File: config.mk
export PLATFORM = sky130hd
export DESIGN_NAME = sweep_scheduler
export DESIGN_NICKNAME = d
export VERILOG_FILES = /design/src/rtl/sweep_scheduler_pkg.sv /design/src/rtl/sweep_scheduler_loc_delay_line.sv /design/src/rtl/sweep_scheduler.sv
export SDC_FILE = /design/constraint.sdc
export NUM_CORES = 1
export LEC_CHECK = 0
export CORE_ASPECT_RATIO = 0.9
export CORE_MARGIN = 2
export CORE_UTILIZATION = 35
export DETAILED_ROUTE_END_ITERATION = 10
export GPL_ROUTABILITY_DRIVEN = 0
export PLACE_DENSITY_LB_ADDON = 0.3
export SKIP_CTS_REPAIR_TIMING = 1
export SLEW_MARGIN = 20
export SYNTH_ARGS = -nofsm -noshare
export SYNTH_HDL_FRONTEND = slang
export SYNTH_SLANG_ARGS = --single-unit
File: constraint.sdc
create_clock -name newLocClock -period 6.05 [get_ports newLocClock]
set_clock_uncertainty 0.15 [all_clocks]
set_input_delay 0.605 -clock newLocClock [delete_from_list [all_inputs] [get_ports newLocClock]]
set_output_delay 0.605 -clock newLocClock [all_outputs]
set_load 0.01 [all_outputs]
File: src/rtl/sweep_scheduler_pkg.sv
// rtl/sweep_scheduler_pkg.sv - shared types and grid defaults for the sweep scheduler
package sweep_scheduler_pkg;

    // Existing coordinate widths of the environment grid
    localparam int X_bits = 8;
    localparam int Y_bits = 7;

    // Default grid extent (inclusive last indices)
    localparam int GRID_X_MAX = 159;
    localparam int GRID_Y_MAX = 119;

    // Sweep trigger modes; 2'b11 is not listed and behaves like PAUSE
    typedef enum logic [1:0] {
        FREE  = 2'b00,
        PAUSE = 2'b01,
        STEP  = 2'b10
    } sweep_mode_t;

    // Scheduler states
    typedef enum logic [1:0] {
        IDLE,
        SWEEP,
        DRAIN,
        DONE
    } sweep_state_t;

endpackage

File: src/rtl/sweep_scheduler_loc_delay_line.sv
// rtl/sweep_scheduler_loc_delay_line.sv - fixed-depth delay line carrying {x, y, lane mask}
module loc_delay_line
    import sweep_scheduler_pkg::*;
#(
    parameter int WIDTH = 16,
    parameter int DEPTH = 2
) (
    input  logic             clk,
    input  logic             rst,
    input  logic             clr,
    input  logic [WIDTH-1:0] din,
    output logic [WIDTH-1:0] dout
);

    logic [WIDTH-1:0] stage [DEPTH];

    // Shift register; clr flushes every stage in one cycle so an aborted sweep leaves no writes behind
    always_ff @(posedge clk or posedge rst) begin
        if (rst) begin
            for (int i = 0; i < DEPTH; i++) stage[i] <= '0;
        end else if (clr) begin
            for (int i = 0; i < DEPTH; i++) stage[i] <= '0;
        end else begin
            stage[0] <= din;
            for (int i = 1; i < DEPTH; i++) stage[i] <= stage[i-1];
        end
    end

    assign dout = stage[DEPTH-1];

endmodule

File: src/rtl/sweep_scheduler.sv
// rtl/sweep_scheduler.sv - raster sweep sequencer issuing view and delayed write coordinates
module sweep_scheduler
    import sweep_scheduler_pkg::*;
#(
    parameter int X_BITS  = X_bits,
    parameter int Y_BITS  = Y_bits,
    parameter int X_MAX   = GRID_X_MAX,
    parameter int Y_MAX   = GRID_Y_MAX,
    parameter int LANES   = 1,
    parameter int LATENCY = 2
) (
    input  logic              newLocClock,
    input  logic              RESET_SIM,
    input  logic              RUN,
    input  logic              game_tick,
    input  logic [1:0]        mode,
    input  logic              step_req,
    output logic [X_BITS-1:0] viewLoc_x,
    output logic [Y_BITS-1:0] viewLoc_y,
    output logic [LANES-1:0]  view_valid,
    output logic [X_BITS-1:0] writeLoc_x,
    output logic [Y_BITS-1:0] writeLoc_y,
    output logic [LANES-1:0]  write_flag,
    output logic              sweep_busy,
    output logic              sweep_done,
    output logic [15:0]       frame_count,
    output logic [7:0]        overrun_count
);

    localparam int CNT_W = (LATENCY > 1) ? $clog2(LATENCY) : 1;
    localparam int DL_W  = X_BITS + Y_BITS + LANES;

    // One extra bit on coordinate math so x+LANES and y+1 never wrap
    localparam logic [X_BITS:0]    X_LAST   = (X_BITS+1)'(X_MAX);
    localparam logic [Y_BITS:0]    Y_LAST   = (Y_BITS+1)'(Y_MAX);
    localparam logic [X_BITS:0]    X_STEP   = (X_BITS+1)'(LANES);
    localparam logic [CNT_W-1:0]   CNT_LAST = CNT_W'(LATENCY - 1);

    sweep_state_t      state;
    logic [CNT_W-1:0]  drain_cnt;
    logic [X_BITS:0]   x_adv;
    logic [Y_BITS:0]   y_adv;
    logic              row_end;
    logic              last_row;
    logic [X_BITS-1:0] next_x;
    logic [Y_BITS-1:0] next_y;
    logic [LANES-1:0]  next_mask;
    logic [LANES-1:0]  first_mask;
    logic              trigger;
    logic              overrun_tick;
    logic              abort;
    logic [DL_W-1:0]   write_bus;

    // Lane i of a group based at x is live only while x+i stays on the grid
    function automatic logic [LANES-1:0] lane_mask(input logic [X_BITS-1:0] x);
        logic [LANES-1:0] m;
        m = '0;
        for (int i = 0; i < LANES; i++)
            m[i] = (({1'b0, x} + (X_BITS+1)'(i)) <= X_LAST);
        return m;
    endfunction

    // Next raster group, trigger decode and abort detection
    always_comb begin
        x_adv        = {1'b0, viewLoc_x} + X_STEP;
        y_adv        = {1'b0, viewLoc_y} + 1'b1;
        row_end      = (x_adv > X_LAST);
        last_row     = (y_adv > Y_LAST);
        next_x       = row_end ? '0 : x_adv[X_BITS-1:0];
        next_y       = row_end ? y_adv[Y_BITS-1:0] : viewLoc_y;
        next_mask    = lane_mask(next_x);
        first_mask   = lane_mask('0);
        overrun_tick = RUN && (mode == FREE) && game_tick;
        trigger      = overrun_tick || (RUN && (mode == STEP) && step_req);
        abort        = !RUN && (state != IDLE);
    end

    // Sweep FSM with registered view coordinates, status and counters
    always_ff @(posedge newLocClock or posedge RESET_SIM) begin
        if (RESET_SIM) begin
            state         <= IDLE;
            drain_cnt     <= '0;
            viewLoc_x     <= '0;
            viewLoc_y     <= '0;
            view_valid    <= '0;
            sweep_busy    <= 1'b0;
            sweep_done    <= 1'b0;
            frame_count   <= '0;
            overrun_count <= '0;
        end else begin
            sweep_done <= 1'b0;
            if (abort) begin
                state      <= IDLE;
                drain_cnt  <= '0;
                viewLoc_x  <= '0;
                viewLoc_y  <= '0;
                view_valid <= '0;
                sweep_busy <= 1'b0;
            end else begin
                case (state)
                    IDLE: begin
                        if (trigger) begin
                            state      <= SWEEP;
                            viewLoc_x  <= '0;
                            viewLoc_y  <= '0;
                            view_valid <= first_mask;
                            sweep_busy <= 1'b1;
                        end
                    end
                    SWEEP: begin
                        if (overrun_tick && overrun_count != 8'hFF)
                            overrun_count <= overrun_count + 8'd1;
                        if (row_end && last_row) begin
                            state      <= DRAIN;
                            drain_cnt  <= '0;
                            viewLoc_x  <= '0;
                            viewLoc_y  <= '0;
                            view_valid <= '0;
                        end else begin
                            viewLoc_x  <= next_x;
                            viewLoc_y  <= next_y;
                            view_valid <= next_mask;
                        end
                    end
                    DRAIN: begin
                        if (overrun_tick && overrun_count != 8'hFF)
                            overrun_count <= overrun_count + 8'd1;
                        if (drain_cnt == CNT_LAST) begin
                            state       <= DONE;
                            sweep_done  <= 1'b1;
                            frame_count <= frame_count + 16'd1;
                        end else begin
                            drain_cnt <= drain_cnt + 1'b1;
                        end
                    end
                    DONE: begin
                        // A trigger on the edge closing DONE starts the next frame back to back
                        if (trigger) begin
                            state      <= SWEEP;
                            viewLoc_x  <= '0;
                            viewLoc_y  <= '0;
                            view_valid <= first_mask;
                        end else begin
                            state      <= IDLE;
                            sweep_busy <= 1'b0;
                        end
                    end
                    default: state <= IDLE;
                endcase
            end
        end
    end

    loc_delay_line #(
        .WIDTH (DL_W),
        .DEPTH (LATENCY)
    ) u_delay (
        .clk  (newLocClock),
        .rst  (RESET_SIM),
        .clr  (abort),
        .din  ({viewLoc_x, viewLoc_y, view_valid}),
        .dout (write_bus)
    );

    assign {writeLoc_x, writeLoc_y, write_flag} = write_bus;

endmodule

-- Yosys cells after proc, flatten, opt, wreduce, memory -nomap -nowiden
Cells that the tools add are included.
- bits of input ports: 7
- register bits after elaboration: 77
- $lt $le $gt $ge: 3
- reductions and logical operators: 24
- mux-type cells: 31
- equality and inequality tests: 11
- bitwise operators: 1
- $add $sub $neg: 5
- operators with widths (operator ; count):
    2-to-1 mux 32 bit ; 1
    2-to-1 mux 8 bit ; 4
    2-to-1 mux 7 bit ; 4
    adder 16 x 1 -> 16 bit (second input constant) ; 1
    case mux 8 bit (2 select lines) ; 1
    AND reduction 3 bit ; 5
    case mux 7 bit (2 select lines) ; 1
    2-to-1 mux 1 bit ; 12
    != test 3 bit (second input constant) ; 4
    adder 8 x 1 -> 9 bit (second input constant) ; 1
    greater-than comparator 9 x 8 -> 1 bit (second input constant) ; 1
    nonzero test 3 bit ; 3
    adder 7 x 1 -> 8 bit (second input constant) ; 1
    adder 8 x 1 -> 8 bit (second input constant) ; 1
    greater-than comparator 8 x 7 -> 1 bit (second input constant) ; 1
    <= comparator 8 bit (second input constant) ; 1
    2-to-1 mux 2 bit ; 4
    != test 8 bit (second input constant) ; 1
    case mux 2 bit (4 select lines) ; 1
    logical AND 1 bit ; 7
    == test 2 bit (second input constant) ; 3
    case mux 1 bit (2 select lines) ; 3
    logical NOT 2 bit ; 2
    != test 4 bit (second input constant) ; 1
    other kinds (9) ; 11

-- Longest topological paths before layout
Gate-level depths: netlist of run 1.
- depth in word-level cells: 7
- mapped depth: 9
- gate-level depth less buffers: 8

-- Modules after synthesis
A second synthesis of run 1 with hierarchy kept.
- cells, all modules: 336
- area total of the unflattened synthesis: 3671.0 um^2
- by module, submodules not included (module ; cells an instance ; instances ; area an instance (um^2) ; sequential area each (um^2)):
    sweep_scheduler ; 252 ; 1 ; 2523.7 ; 1126.1
    loc_delay_line ; 84 ; 1 ; 1147.4 ; 800.8

-- Least setup slack after synthesis of run 1
OpenSTA, ideal clock, no wires.
- kind: reg-to-reg
- start point: register state[0]
- end point: register viewLoc_y[3]
- stages on the path, launching flop included: 10
- path buffers: 1
- data required time: 5.774 ns
- slack: 3.627 ns
- data arrival time: 2.147 ns
- clock period less this slack: 2.423 ns
- cell sequence: dfrtp_1 inv_1 ha_1 or2_2 buf_2 nand2_1 or4_4 o21ai_4 nor3_2 a221o_1
- cells in the longest elaborated chain, start to end: 4
- RTL lines (element ; RTL line ; source):
    start, declared ; sweep_scheduler.sv:39 ; sweep_state_t state;
    start signal, assigned ; sweep_scheduler.sv:81 ; state <= IDLE;
    start signal, assigned ; sweep_scheduler.sv:93 ; state <= IDLE;
    start signal, assigned ; sweep_scheduler.sv:103 ; state <= SWEEP;
    == test 2 bit (tied with other cells) ; sweep_scheduler.sv:100 ; case (state)
    OR reduction 2 bit (no line) or logical AND 1 bit (tied branches) ; n/a ;
    != test 3 x 1 -> 1 bit (no line) (tied with other cells) ; n/a ;
    AND reduction 3 bit (no line) or 2-to-1 mux 7 bit (tied branches) ; n/a ;
    end signal, assigned ; sweep_scheduler.sv:121 ; viewLoc_y <= next_y;
    end, declared ; sweep_scheduler.sv:19 ; output logic [Y_BITS-1:0] viewLoc_y,
Several ways; a longest one is shown, not always the timed one.
A chain may end at the register's enable or synchronous reset.

-- Final worst setup path of run 1
Same ends and word-level chain as after synthesis.

==> flow_metrics.env, run 1 <==
export IMPL_rsz0062_at_grt="no"
export IMPL_min_period_over_period_pct=48.32
export IMPL_grt_pass1_wl_um=11590
export IMPL_clk_pin_slew_ns=0.06
export IMPL_dr_pass1_iters=4
export IMPL_drv_cap=0
export IMPL_stdcell_count=510
export IMPL_netlist_area_leader_share_pct=53.86
export IMPL_wire_per_inst_um=13.46
export IMPL_yosys_warnings=0
export IMPL_fillerInstances=963
export IMPL_antenna_found_initial=0
export IMPL_gr_max_usage_layer="met2"
export IMPL_holdWs_ns=0.2936
export IMPL_grt_max_degree=78
export IMPL_worst_pin_slew_ns=0.9668
export IMPL_status="completed"
export IMPL_cts_max_level=3
export IMPL_grt_use_met2_pct=18.88
export IMPL_drt_vias_per_instance=4.859
export IMPL_path_class="flop to flop"
export IMPL_layout_commonest_cell="dfrtp_1"
export IMPL_grt_pass1_vias=2310
export IMPL_period_minus_slack_ns=2.923
export IMPL_grtUsageTotal_pct=12.96
export IMPL_postSynth_asyncResetShare_pct=100.0
export IMPL_cts_tree="built"
export IMPL_syn_avg_cell_area_um2=11.01
export IMPL_num_rows=34
export IMPL_grt_util_met3_pct=3.442
export IMPL_numClockSinks=77
export IMPL_leakage_nw=2.105
export IMPL_io_pins=65
export IMPL_setup_tns_ns=0
export IMPL_clockBufferDepth=2
export IMPL_crit_path_start_kind="flop"
export IMPL_final_cell_mix="dfrtp_1, clkdlybuf4s50_1, and2_1"
export IMPL_path_max_fanout=36
export IMPL_gr_total_overflow=0
export IMPL_cp_arrival_ns=2.98
export IMPL_synth_seq_cells=77
export IMPL_clk_root_buffer_cell="clkbuf_16"
export IMPL_setup_violations=0
export IMPL_die_w_um=110.6
export IMPL_port_buffers=64
export IMPL_drt_iter0_drc=79
export IMPL_wirelength_um=6866
export IMPL_antenna_left=0
export IMPL_yosysUniqueCellTypes=51
export IMPL_synth_edf_count=0
export IMPL_grt_util_met1_pct=18.87
export IMPL_post_synth_instance_area_um2=3577
export IMPL_initial_utilization_pct=36.40
export IMPL_seqCellArea_um2=1927
export IMPL_hpwl_um=4721
export IMPL_area_delta_synth_final_pct=28.02
export IMPL_drive_gt1_share_pct=7.552
export IMPL_pwr_density_cell_nw_per_um2=380.0
export IMPL_max_freq_mhz=342.1
export IMPL_core_area_um2=9827
export IMPL_vias=2478
export IMPL_synthTopCellsByArea="dfrtp_1, and2_1, xnor2_1"
export IMPL_design_power_total_mw=1.740
export IMPL_hold_path_class="flop to flop"
export IMPL_syn_nets=343
export IMPL_cts_inserted_buffers=9
export IMPL_hold_violations=0
export IMPL_required_ns=6.11
export IMPL_vdd_drop_max_mv=0.1570
export IMPL_ys_flop_type="dfrtp_1"
export IMPL_synth_top_cell_by_area="dfrtp_1"
export IMPL_slew_headroom_pct=35.55
export IMPL_cp_end_kind="flop"
export IMPL_seq_area_frac_synth_pct=53.86
export IMPL_design_die_area_um2=11050
export IMPL_syn_inst=325
export IMPL_layout_nets=397
export IMPL_drv_slew=0
export IMPL_route_detailed_drc=0
export IMPL_diodes=0
export IMPL_multiInputGateArea_um2=1471
export IMPL_placedCellCount=494
export IMPL_worstSkewPairLatency_ns=0.33
export IMPL_die_y_um=99.91
==> flip-flops by register name, summed over array words and instances, names as in the netlist <==
| register | count |
|---|---|
| sweep_busy | 1 |
| sweep_done | 1 |
| frame_count | 16 |
| viewLoc_y | 7 |
| state | 2 |
| viewLoc_x | 8 |
| drain_cnt | 1 |
| overrun_count | 8 |
| view_valid | 1 |
| u_delay.dout | 16 |
| u_delay.stage | 16 |
==> synth_stat cells (2+ instances only) <==
library cell,count
a21o_1,4
a21oi_1,3
a221o_1,2
a22o_1,6
a32o_1,2
and2_1,31
and3_1,9
buf_2,2
buf_4,16
clkbuf_1,4
dfrtp_1,77
ha_1,11
inv_1,9
mux2_2,3
nand2_1,26
nand2b_1,3
nand3_1,9
nand4_1,6
nor2_1,14
nor2b_1,3
nor3_1,13
o211a_1,2
o21a_1,4
o21ai_0,14
o22ai_1,2
o31ai_1,3
or2_2,2
xnor2_1,17
xor2_1,6
==> kinds of logic (layout without fill, tap and decap cells) <==
family | after synthesis | after routing | synth area share [%]
adder cells (fa/ha/maj) | 11 | 11 | 3.847
AND/OR/NAND/NOR | 127 | 127 | 19.34
flip-flops | 77 | 77 | 53.87
buffers and inverters | 31 | 90 | 5.002
XOR/XNOR | 23 | 23 | 5.631
multiplexers | 4 | 4 | 1.224
AO/OA/AOI/OAI | 52 | 52 | 11.09
==> layout make-up <==
type | instances | share of cell area, %
timing repair buffer | 65 | 14.15
sequential | 77 | 42.08
inverter | 9 | 0.7650
clock inverter | 6 | 2.432
tap | 126 | 3.443
multi-input combinational | 217 | 32.13
clock buffer | 10 | 5.000
==> per-layer routing <==
metal	vias up	wire length, um
met5	-	0
met4	0	89
met3	9	309
met2	58	3007
met1	1194	3460
li1	1217	-
==> worst paths after layout <==
path,from,end,slack (ns),cells past startpoint
max in group asynchronous,RESET_SIM,frame_count[10],4.36,3
hold reg to reg,u_delay.stage[22],u_delay.dout[6],0.29,1
setup / recovery,state[0],viewLoc_y[3],3.13,8
min in group asynchronous,RESET_SIM,u_delay.dout[1],0.75,3
hold / removal,u_delay.stage[22],u_delay.dout[6],0.29,1
setup reg to reg,state[0],viewLoc_y[3],3.13,8
==> critical path: stages (launching register included) <==
cell and delay (ns):
dfrtp_1 0.46, inv_1 0.14, ha_1 0.28, or2_2 0.46, nand2_1 0.19, or4_4 0.46, o21ai_4 0.20, nor3_2 0.12
a221o_1 0.33
==> power breakdown <==
part | internal [mW] | leakage [nW] | switching (mW)
Clock | 0.403 | 0.163 | 0.208
Sequential | 0.586 | 1.06 | 0.0687
Combinational | 0.218 | 0.886 | 0.256
==> per-stage QoR <==
stage               utilization, %  cell area (um^2)  setup slack (ns)
global placement             43.14              4239             2.852
finish                       46.60              4579             3.127
floorplan                        -              3577             3.328
global route                 46.60              4579             2.873
detailed placement           43.14              4239             2.754
CTS                          46.60              4579             3.084
No activity file was read; power rests on OpenSTA's default activity.
==> run 2: changes to the inputs <==
clock period = 2.65 ns   (was 6.05 ns; I/O delays follow)
==> run 2 against run 1 <==
Hold slack lost 0.13 ns. Power up 120%. Combinational power increased by 150%. Via count up 3.9%. Count of clock-buffer cells in the layout decreased by 1. Non-clock buffer count rose by 14. Critical path type unchanged.
==> flow_metrics.env, run 2 (synthesis results as in run 1) <==
export IMPL_layout_commonest_cell="dfrtp_1"
export IMPL_slowest_stage="or4_4"
export IMPL_port_buffers=64
export IMPL_area_delta_synth_final_pct=30.36
export IMPL_slew_headroom_pct=72.42
export IMPL_cts_tree="built"
export IMPL_status="completed"
export IMPL_final_cell_mix="dfrtp_1, clkdlybuf4s50_1, and2_1"
export IMPL_required_ns=2.72
export IMPL_path_cells="ha_2 -> nand3_1 -> o21a_1 -> or4_4 -> o21ai_4 -> nor3_4 -> a221o_1"
export IMPL_final_util_pct=47.45
export IMPL_critical_path_max_stage_delay_ns=0.54
export IMPL_drt_vias_per_instance=4.912
export IMPL_initial_utilization_pct=36.40
export IMPL_diodes=0
export IMPL_grt_pass1_wl_um=11740
export IMPL_pwr_density_cell_nw_per_um2=815.3
export IMPL_layout_nets=411
export IMPL_setup_violations=0
export IMPL_cp_end_kind="flop"
export IMPL_rsz0062_at_grt="no"
export IMPL_core_area_um2=9827
export IMPL_hold_path_class="input pin to async pin"
export IMPL_clk_pin_slew_ns=0.06
export IMPL_leakage_nw=2.155
export IMPL_worst_pin_slew_ns=0.4085
export IMPL_route_detailed_drc=0
export IMPL_io_pins=65
export IMPL_clockBufferDepth=2
export IMPL_vias=2574
export IMPL_worstSkewPairLatency_ns=0.34
export IMPL_drive_gt1_share_pct=12.31
export IMPL_cp_arrival_ns=2.57
export IMPL_clk_root_buffer_cell="clkbuf_16"
export IMPL_min_period_over_period_pct=94.37
export IMPL_path_max_fanout=7
export IMPL_dr_pass1_iters=4
export IMPL_die_w_um=110.6
export IMPL_grt_max_degree=78
export IMPL_num_rows=34
export IMPL_period_minus_slack_ns=2.501
export IMPL_die_y_um=99.91
export IMPL_max_freq_mhz=399.9
export IMPL_cts_max_level=3
export IMPL_critical_path_top_delay_family="simple AND/OR/NAND/NOR gates"
export IMPL_crit_buf_inv=0
export IMPL_place_ws_ns=0.02945
export IMPL_path_class="flop to flop"
export IMPL_grt_pass1_vias=2472
export IMPL_hold_violations=0
export IMPL_design_die_area_um2=11050
export IMPL_drt_iter0_drc=86
export IMPL_antenna_left=0
export IMPL_wire_per_inst_um=13.22
export IMPL_antenna_found_initial=0
export IMPL_crit_path_start_kind="flop"
export IMPL_drv_cap=0
export IMPL_gr_total_overflow=0
export IMPL_vdd_drop_max_mv=0.3959
export IMPL_grtUsageTotal_pct=13.07
export IMPL_numClockSinks=77
export IMPL_drv_slew=0
export IMPL_hpwl_um=4865
export IMPL_wirelength_um=6925
export IMPL_cts_inserted_buffers=9
export IMPL_setup_ws_ns=0.1493
export IMPL_setup_tns_ns=0
-- run 2: path summary, 6_finish.rpt --
check,endpoint,cells past startpoint,slack [ns],startpoint
max,viewLoc_y[3],7,0.15,viewLoc_x[1]
min reg2reg,u_delay.dout[9],1,0.29,u_delay.stage[25]
max reg2reg,viewLoc_y[3],7,0.15,viewLoc_x[1]
max in group asynchronous,viewLoc_x[0],3,1.81,RESET_SIM
min in group newLocClock,u_delay.dout[9],1,0.29,u_delay.stage[25]
min,u_delay.dout[4],3,0.17,RESET_SIM
-- run 2: power breakdown --
| part | switching [mW] | internal, mW | leakage [nW] | total (mW) |
|---|---|---|---|---|
| sequential | 0.146 | 1.34 | 1.06 | 1.48 |
| clock | 0.500 | 0.646 | 0.139 | 1.15 |
| combinational | 0.630 | 0.541 | 0.961 | 1.17 |
-- run 2: worst min-delay path: cells and delay by family --
kind	cells	cell delay (ns)
buffers and inverters	3	0.80
-- run 2: per-layer routing --
metal / global-route usage [%] / wire [um] / vias up / share of wire, %
li1: - / - / 1259 / -
met3: 4.408 / 321 / 4 / 4.6
met5: 0 / 0 / - / 0
met4: 3.942 / 30 / 0 / 0.43
met2: 20.06 / 3141 / 70 / 45
met1: 17.72 / 3432 / 1241 / 50
-- run 2: metrics by stage --
step                total power [mW]  cells  area (um^2)  hold slack [ns]
global route                   4.060    524         4663           0.2373
finish                         3.802    524         4663           0.1651
floorplan                      2.221    325         3577           0.2772
CTS                            3.826    522         4622           0.2212
global placement               2.624    506         4342           0.2814
detailed placement             2.655    506         4342           0.2857
-- run 2: area by class of cell --
cell class | instances | area, um^2
Tap cell | 126 | 157.7
Sequential cell | 77 | 1928
Timing Repair Buffer | 79 | 765.7
Fill cell | 944 | 5164
Clock buffer | 9 | 225.2
Inverter | 9 | 35.03
Clock inverter | 7 | 55.05
Multi-Input combinational cell | 217 | 1496
==> run 3: changes to the inputs <==
HOLD_SLACK_MARGIN = 0.06   (was default)
==> results of run 3 <==
Same layout as run 2: the final DEF is identical, and so are final timing and power.
